==> src/rtl/iter_shifter_pkg.sv <==
// Shared definitions for iter_shifter: op encodings and FSM state encodings.
// Optional 4-bit stepping is enabled by defining ITER_SHIFTER_STEP4_EN.
package iter_shifter_pkg;

  localparam logic [1:0] OP_ROL = 2'b00;
  localparam logic [1:0] OP_SLL = 2'b01;
  localparam logic [1:0] OP_SRA = 2'b10;
  localparam logic [1:0] OP_SRL = 2'b11;

  localparam logic [1:0] ST_IDLE  = 2'd0;
  localparam logic [1:0] ST_SHIFT = 2'd1;
  localparam logic [1:0] ST_DONE  = 2'd2;

endpackage

==> src/rtl/iter_shifter_shift_step.sv <==
// shift_step: one combinational shift step of 1 bit, or 4 bits when by4=1.
// Used by iter_shifter for each SHIFT cycle; op encoding matches iter_shifter_pkg.
module shift_step
  import iter_shifter_pkg::*;
#(
  parameter int N = 16,
  parameter int O = 2
) (
  input  logic [N-1:0] in,
  input  logic [O-1:0] op,
  input  logic         by4,
  output logic [N-1:0] out
);

  always_comb begin
    out = in;
    if (by4) begin
      case (op)
        OP_ROL:  out = {in[N-5:0], in[N-1:N-4]};
        OP_SLL:  out = {in[N-5:0], 4'b0000};
        OP_SRA:  out = {{4{in[N-1]}}, in[N-1:4]};
        default: out = {4'b0000, in[N-1:4]};
      endcase
    end else begin
      case (op)
        OP_ROL:  out = {in[N-2:0], in[N-1]};
        OP_SLL:  out = {in[N-2:0], 1'b0};
        OP_SRA:  out = {in[N-1], in[N-1:1]};
        default: out = {1'b0, in[N-1:1]};
      endcase
    end
  end

endmodule

==> src/rtl/iter_shifter.sv <==
// iter_shifter: multi-cycle shifter with valid/ready request and response ports.
// Define ITER_SHIFTER_STEP4_EN to take 4-bit steps while at least 4 positions remain.
module iter_shifter
  import iter_shifter_pkg::*;
#(
  parameter int N = 16,
  parameter int C = 4,
  parameter int O = 2
) (
  input  logic         clk,
  input  logic         rst,
  input  logic         req_valid,
  output logic         req_ready,
  input  logic [N-1:0] req_in,
  input  logic [C-1:0] req_cnt,
  input  logic [O-1:0] req_op,
  output logic         resp_valid,
  input  logic         resp_ready,
  output logic [N-1:0] resp_out,
  output logic         busy
);

  // Handshakes: a transfer happens on a rising edge where valid and ready are
  // both 1; valid holds its payload stable until that edge; ready never
  // depends combinationally on valid.

  logic [1:0]   state;
  logic [N-1:0] data_q;
  logic [O-1:0] op_q;
  logic [C-1:0] rem_q;
  logic         by4;
  logic [C-1:0] step;
  logic [N-1:0] step_out;

`ifdef ITER_SHIFTER_STEP4_EN
  assign by4 = (rem_q >= C'(4));
`else
  assign by4 = 1'b0;
`endif

  // Step never exceeds rem: 4 only when rem>=4, and rem>=1 throughout SHIFT.
  assign step = by4 ? C'(4) : C'(1);

  shift_step #(.N(N), .O(O)) u_step (
    .in  (data_q),
    .op  (op_q),
    .by4 (by4),
    .out (step_out)
  );

  always_ff @(posedge clk or posedge rst) begin
    if (rst) begin
      state  <= ST_IDLE;
      data_q <= '0;
      op_q   <= '0;
      rem_q  <= '0;
    end else begin
      case (state)
        ST_IDLE: begin
          if (req_valid) begin
            data_q <= req_in;
            op_q   <= req_op;
            rem_q  <= req_cnt;
            state  <= (req_cnt == '0) ? ST_DONE : ST_SHIFT;
          end
        end
        ST_SHIFT: begin
          data_q <= step_out;
          rem_q  <= rem_q - step;
          if (rem_q == step) state <= ST_DONE;
        end
        ST_DONE: begin
          if (resp_ready) state <= ST_IDLE;
        end
        default: state <= ST_IDLE;
      endcase
    end
  end

  assign req_ready  = (state == ST_IDLE);
  assign resp_valid = (state == ST_DONE);
  assign busy       = (state == ST_SHIFT) || (state == ST_DONE);
  assign resp_out   = data_q;

endmodule

==> config.mk <==
export PLATFORM = sky130hd
export DESIGN_NAME = iter_shifter
export DESIGN_NICKNAME = d
export VERILOG_FILES = /design/src/rtl/iter_shifter_pkg.sv /design/src/rtl/iter_shifter_shift_step.sv /design/src/rtl/iter_shifter.sv
export SDC_FILE = /design/constraint.sdc
export NUM_CORES = 1
export LEC_CHECK = 0
export BUFFER_PORTS_ARGS = -buffer_cell sky130_fd_sc_hd__clkbuf_2
export CAP_MARGIN = 20
export CORE_MARGIN = 5
export CORE_UTILIZATION = 54
export CTS_CLUSTER_SIZE = 28
export DETAILED_ROUTE_END_ITERATION = 8
export GPL_TIMING_DRIVEN = 0
export PLACE_DENSITY = 0.88
export SLEW_MARGIN = 20
export SYNTH_ARGS = -nofsm -noshare
export SYNTH_HDL_FRONTEND = slang
export SYNTH_SLANG_ARGS = --single-unit
==> constraint.sdc <==
create_clock -name clk -period 3.7 [get_ports clk]
set_clock_uncertainty 0.2 [all_clocks]
set_input_delay 0.925 -clock clk [delete_from_list [all_inputs] [get_ports clk]]
set_output_delay 0.925 -clock clk [all_outputs]
set_load 0.01 [all_outputs]
==> results of run 1 <==
through the flow:
stage	power (mW)	util	area [um^2]	instances
after floorplan	1.19	-	1410	144
after global placement	1.44	0.673	1670	218
after detailed placement	1.49	0.673	1670	218
after CTS	1.64	0.688	1700	222
after global routing	1.76	0.688	1700	222
final	1.63	0.688	1700	222
cell usage after synthesis:
cell type	number	area (um^2)
o22a_2	1	10.0
dfrtp_1	24	601
a22o_1	1	8.76
or3_1	1	6.26
o21ai_0	3	15.0
buf_2	5	25.0
a221oi_1	1	8.76
or3_2	1	7.51
a21o_1	14	105
nand2b_1	1	6.26
nor2_1	18	67.6
buf_4	2	15.0
nor2b_1	1	6.26
inv_1	10	37.5
nand3_1	1	5.00
a222oi_1	1	10.0
nor4_1	1	6.26
nand4_1	2	12.5
a21oi_1	3	15.0
clkbuf_1	4	15.0
o31ai_1	1	7.51
or4_1	1	7.51
mux2i_1	17	170
a211oi_1	14	105
or3b_1	1	8.76
nand2_1	5	18.8
mux2_2	3	33.8
a31oi_1	2	12.5
ha_1	5	62.6
kinds of logic after synthesis:
| kind of cell | Yosys count | synth area share |
|---|---|---|
| compound gates | 41 | 0.211 |
| fa+ha+maj | 5 | 0.0444 |
| buf+inv | 21 | 0.0657 |
| flops | 24 | 0.426 |
| mux | 20 | 0.145 |
| simple gates | 33 | 0.108 |
state kept, by name, indices dropped and copies added, names as in the netlist:
signal and cells:
rem_q 4, state 2, op_q 2, resp_out 16
where the power goes:
part           leakage (nW)  internal (mW)  total (mW)  switching [mW]
clock network        0.0210         0.0601       0.140          0.0803
logic                 0.627          0.426       0.960           0.534
registers             0.291          0.399       0.528           0.129
total                 0.939          0.886        1.63           0.743
layout make-up:
class | count | area (um^2)
Timing Repair Buffer | 44 | 220
Multi-Input combinational cell | 99 | 717
Clock buffer | 4 | 36.3
Fill cell | 204 | 773
Inverter | 10 | 37.5
Sequential cell | 24 | 601
Tap cell | 30 | 37.5
Buffer | 11 | 55.1
tightest hold or removal path, stage by stage, from the launching register on:
cell     delay, ns
dfrtp_1       0.39
nand2_1       0.05
o21ai_0       0.07
final timing paths:
check                          from          end  slack (ns)  cells after the start
max                        state[1]    req_ready        1.26                      3
min                        rem_q[1]     rem_q[1]        0.33                      2
max reg2reg                state[1]  resp_out[1]        1.57                      6
min reg2reg                rem_q[1]     rem_q[1]        0.33                      2
max in group asynchronous       rst  resp_out[9]        2.18                      2
min in group asynchronous       rst      op_q[1]        0.56                      2
per-layer routing:
| layer | vias to the layer above | GRT usage | wire length, um |
|---|---|---|---|
| li1 | 613 | - | - |
| met1 | 594 | 0.287 | 1540 |
| met2 | 57 | 0.332 | 1680 |
| met3 | 8 | 0.0377 | 236 |
| met4 | 0 | 0.111 | 85 |
| met5 | - | 0 | 0 |
==> impl_metrics.tcl, run 1 <==
set metrics [dict create \
    start_util 0.569 \
    antenna_cells 0 \
    antenna_found_initial 0 \
    fmax_mhz 410 \
    vias 1272 \
    slowest_stage "dfrtp_1" \
    worstPathRequired_ns 2.57 \
    overflow 0 \
    final_common_cell "clkbuf_2" \
    cts-root-buf "clkbuf_4" \
    finalHoldViolCount 0 \
    ys_types 29 \
    place_worst_setup_slack_ns 1.40 \
    cap_violations 0 \
    path_delay_family "flip-flops" \
    ys_seq_elements 24 \
    area_growth_pct 20.9 \
    wl_mm 3.54 \
    ys_warn_count 0 \
    ios 45 \
    relSlewSlack 0.392 \
    cp_num_buf_inv 2 \
    critPathMaxStageDelay_ns 0.40 \
    grt_pass1_wl_mm 5.89 \
    power_leakage_nw 0.939 \
    path_clk_slew_ns 0.14 \
    htree_num_levels 1 \
    core-area_mm2 0.00248 \
    place_congestion 0.836 \
    ant_nets 0 \
    drt-initial-drc-count 49 \
    worst_pin_slew_ns 0.910 \
    row_count 18 \
    final_max_slew_viol_count 0 \
    synth_nets 175 \
    end_kind "output port" \
    hold_slack_ns 0.332 \
    yosysSeqAreaShare 0.426 \
    final_cell_mix "clkbuf_2 (44), dfrtp_1 (24), nor2_1 (18)" \
    period_share 0.659 \
    grt_usage 0.215 \
    setup_viol 0 \
    fp.dieW_um 61.1 \
    min-delay-path-class "flip-flop to flip-flop" \
    finalNetCount 224 \
    cp-start-kind "flip-flop" \
    cts_tree "built" \
    worstPathArrival_ns 1.31 \
    drive_gt1_frac 0.313 \
    cts-hold-fix-buffers 0 \
    layout_setup_ws_ns 1.26 \
    clock_path_buffers 2 \
    netlist_area_mm2 0.00141 \
    crit_fanout 7 \
    cts_resized 0 \
    clock_latency_ns 0.32 \
    die_h_um 61.1 \
    fp.dieArea_mm2 0.00373 \
    criticalPathCategory "flip-flop to output port" \
    netlist_instances 144 \
    layout_min_cycle_time_ns 2.44 \
    numCtsBuffers 3 \
    first_pass_iters 5 \
    power_density_mw_per_mm2 956 \
    drcViolationCount 0 \
    viasPerCell 5.73 \
    cts.sinks 24 \
    hpwlAfterDp_mm 2.68 \
    io_buffers 44 \
    grt_start_max_net_pins 25 \
    post-cts-setup-buffer-count 0 \
    ir_worst_vdd_mv 0.617 \
    wl_per_cell_um 16.0 \
    first_global_vias 1263 \
    rsz0062_at_grt "false" \
    cp_cell_sequence "inv_1 > ha_1 > clkbuf_2" \
    outcome "completed" \
    syn_area_per_cell_um2 9.79 \
    finalSetupTns_ns 0 \
]
Power figures use the tool's default switching activity.
==> run 2: changes to the inputs <==
- ABC_AREA: unset -> 1
- CORE_UTILIZATION: 54 -> 45
- PLACE_DENSITY: 0.88 -> 0.79
- clock period: 3.7 -> 2.1 ns (I/O delays scaled with it)
==> impl_metrics.tcl, run 2 <==
set metrics [dict create \
    outcome "completed" \
    wl_mm 3.38 \
    path_delay_family "flip-flops" \
    row_count 20 \
    finalNetCount 278 \
    cp_num_buf_inv 2 \
    drt-initial-drc-count 92 \
    criticalPathCategory "flip-flop to output port" \
    htree_num_levels 1 \
    end_kind "output port" \
    setup_viol 0 \
    grt_usage 0.167 \
    fp.dieW_um 65.3 \
    cts-hold-fix-buffers 0 \
    path_clk_slew_ns 0.13 \
    r2r_slack_ns 0.26 \
    rsz0062_at_grt "false" \
    power.total_mw 2.67 \
    netlist_area_mm2 0.00138 \
    fill_cells 298 \
    min-delay-path-class "input port to async pin" \
    netlist_instances 198 \
    place_worst_setup_slack_ns 0.271 \
    ant_nets 0 \
    grt_start_max_net_pins 25 \
    seqCellArea_um2 601 \
    first_pass_iters 4 \
    layout_min_cycle_time_ns 1.92 \
    cts_resized 0 \
    viasPerCell 4.95 \
    fp.dieArea_mm2 0.00427 \
    drcViolationCount 0 \
    numCtsBuffers 3 \
    crit_fanout 5 \
    cp-start-kind "flip-flop" \
    power_leakage_nw 0.960 \
    vias 1380 \
    worstPathArrival_ns 1.19 \
    fin_cells 279 \
    worst-path-stages 3 \
    relSlewSlack 0.411 \
    clock_latency_ns 0.31 \
    final_common_cell "nand2_1" \
    synth_area_leader_cell "dfrtp_1" \
    fin_area_mm2 0.00169 \
    worstSetupStartpoint "state[0]" \
    area_growth_pct 22.8 \
    power_density_mw_per_mm2 1580 \
    ios 45 \
    worstPathRequired_ns 1.37 \
    overflow 0 \
    layout_setup_ws_ns 0.183 \
    finalSetupTns_ns 0 \
    hpwlAfterDp_mm 2.64 \
    cp_cell_sequence "inv_1 > ha_1 > clkbuf_2" \
    yosysMostFrequentCell "nand2_1" \
    cap_violations 0 \
    wl_per_cell_um 12.1 \
    ys.flop_type "dfrtp_1" \
    slowest_stage "dfrtp_1" \
    numPlacedInstances 275 \
    start_util 0.459 \
    critPathMaxStageDelay_ns 0.42 \
    final_cell_mix "nand2_1 (93), clkbuf_2 (44), dfrtp_1 (24)" \
    ir_worst_vdd_mv 0.641 \
    largest_reg_flops 16 \
    r2r_end "resp_out[1]" \
    multi_input_area_um2 686 \
    drive_gt1_frac 0.236 \
    fmax_mhz 522 \
    synth_nets 229 \
    cts-root-buf "clkbuf_4" \
    cts.sinks 24 \
    crit_end "req_ready" \
    antenna_found_initial 0 \
    synth_area_leaders "dfrtp_1 (44%), nand2_1 (25%), o21ai_0 (4.7%)" \
    synthTopCellsByCount "nand2_1 (93), dfrtp_1 (24), inv_1 (14)" \
    synthArstFlopShare 1.00 \
    place_congestion 0.834 \
    synth_edf_count 0 \
    core-area_mm2 0.00300 \
    antenna_cells 0 \
    synthDominantCellAreaShare 0.436 \
    final_max_slew_viol_count 0 \
    period_share 0.913 \
    reg2reg_depth 8 \
    reg2reg_from "state[0]" \
    io_buffers 44 \
    place_area_mm2 0.00164 \
    yosysSeqAreaShare 0.436 \
    ys_warn_count 0 \
    ys_types 17 \
    clock_path_buffers 2 \
    finalHoldViolCount 0 \
    first_global_vias 1306 \
    worst_pin_slew_ns 0.882 \
    die_h_um 65.3 \
    ys_seq_elements 24 \
    post-cts-setup-buffer-count 0 \
    cts_tree "built" \
    syn_area_per_cell_um2 6.96 \
    grt_pass1_wl_mm 5.60 \
]
-- run 2: cell type report --
type                            count  area share
Clock buffer                        3      0.0133
Timing Repair Buffer               44       0.130
Inverter                           17      0.0377
Buffer                              5      0.0163
Multi-Input combinational cell    152       0.405
Sequential cell                    24       0.355
Tap cell                           33      0.0244
Clock inverter                      1      0.0178
-- run 2: worst reg2reg max path: cells and delay by family, from the launching register on --
kind                     cells  cell delay (ns)
AND/OR/NAND/NOR              4             0.47
adder cells (fa/ha/maj)      1             0.24
buffers and inverters        3             0.49
flip-flops                   1             0.40
-- run 2: through the flow --
step,hold WS [ns],util
finish,0.158,0.563
global route,0.247,0.563
CTS,0.183,0.563
detailed placement,0.315,0.546
global placement,0.303,0.546
floorplan,0.274,-
-- run 2: worst min-delay path by stage --
stage               startpoint           end  cells past startpoint
finish                     rst  resp_out[14]                      2
global route               rst   resp_out[5]                      2
CTS                        rst   resp_out[9]                      2
detailed placement    state[1]      state[1]                      2
global placement      state[1]      state[1]                      2
floorplan             state[1]      state[1]                      2
-- run 2: metal layers --
layer / up-vias / share of wire / track usage
met4: 0 / 0.014 / 0.0622
li1: 718 / - / -
met1: 611 / 0.43 / 0.207
met5: - / 0 / 0
met2: 46 / 0.49 / 0.291
met3: 5 / 0.062 / 0.0256
-- run 2: power breakdown --
| group | switching (mW) | internal, mW | total, mW | leakage (nW) |
|---|---|---|---|---|
| clock network | 0.138 | 0.193 | 0.331 | 0.0279 |
| registers | 0.225 | 0.694 | 0.919 | 0.293 |
| logic | 0.891 | 0.532 | 1.42 | 0.639 |
| total | 1.25 | 1.42 | 2.67 | 0.960 |
-- run 2: cell families (layout without fill, tap and decap cells) --
logic type      Yosys count  count (layout)  synth area share
compound gates           27              27             0.104
xor+xnor                  1               1           0.00636
fa+ha+maj                 5               5            0.0454
buf+inv                  22              70            0.0663
flops                    24              24             0.436
simple gates            119             119             0.342
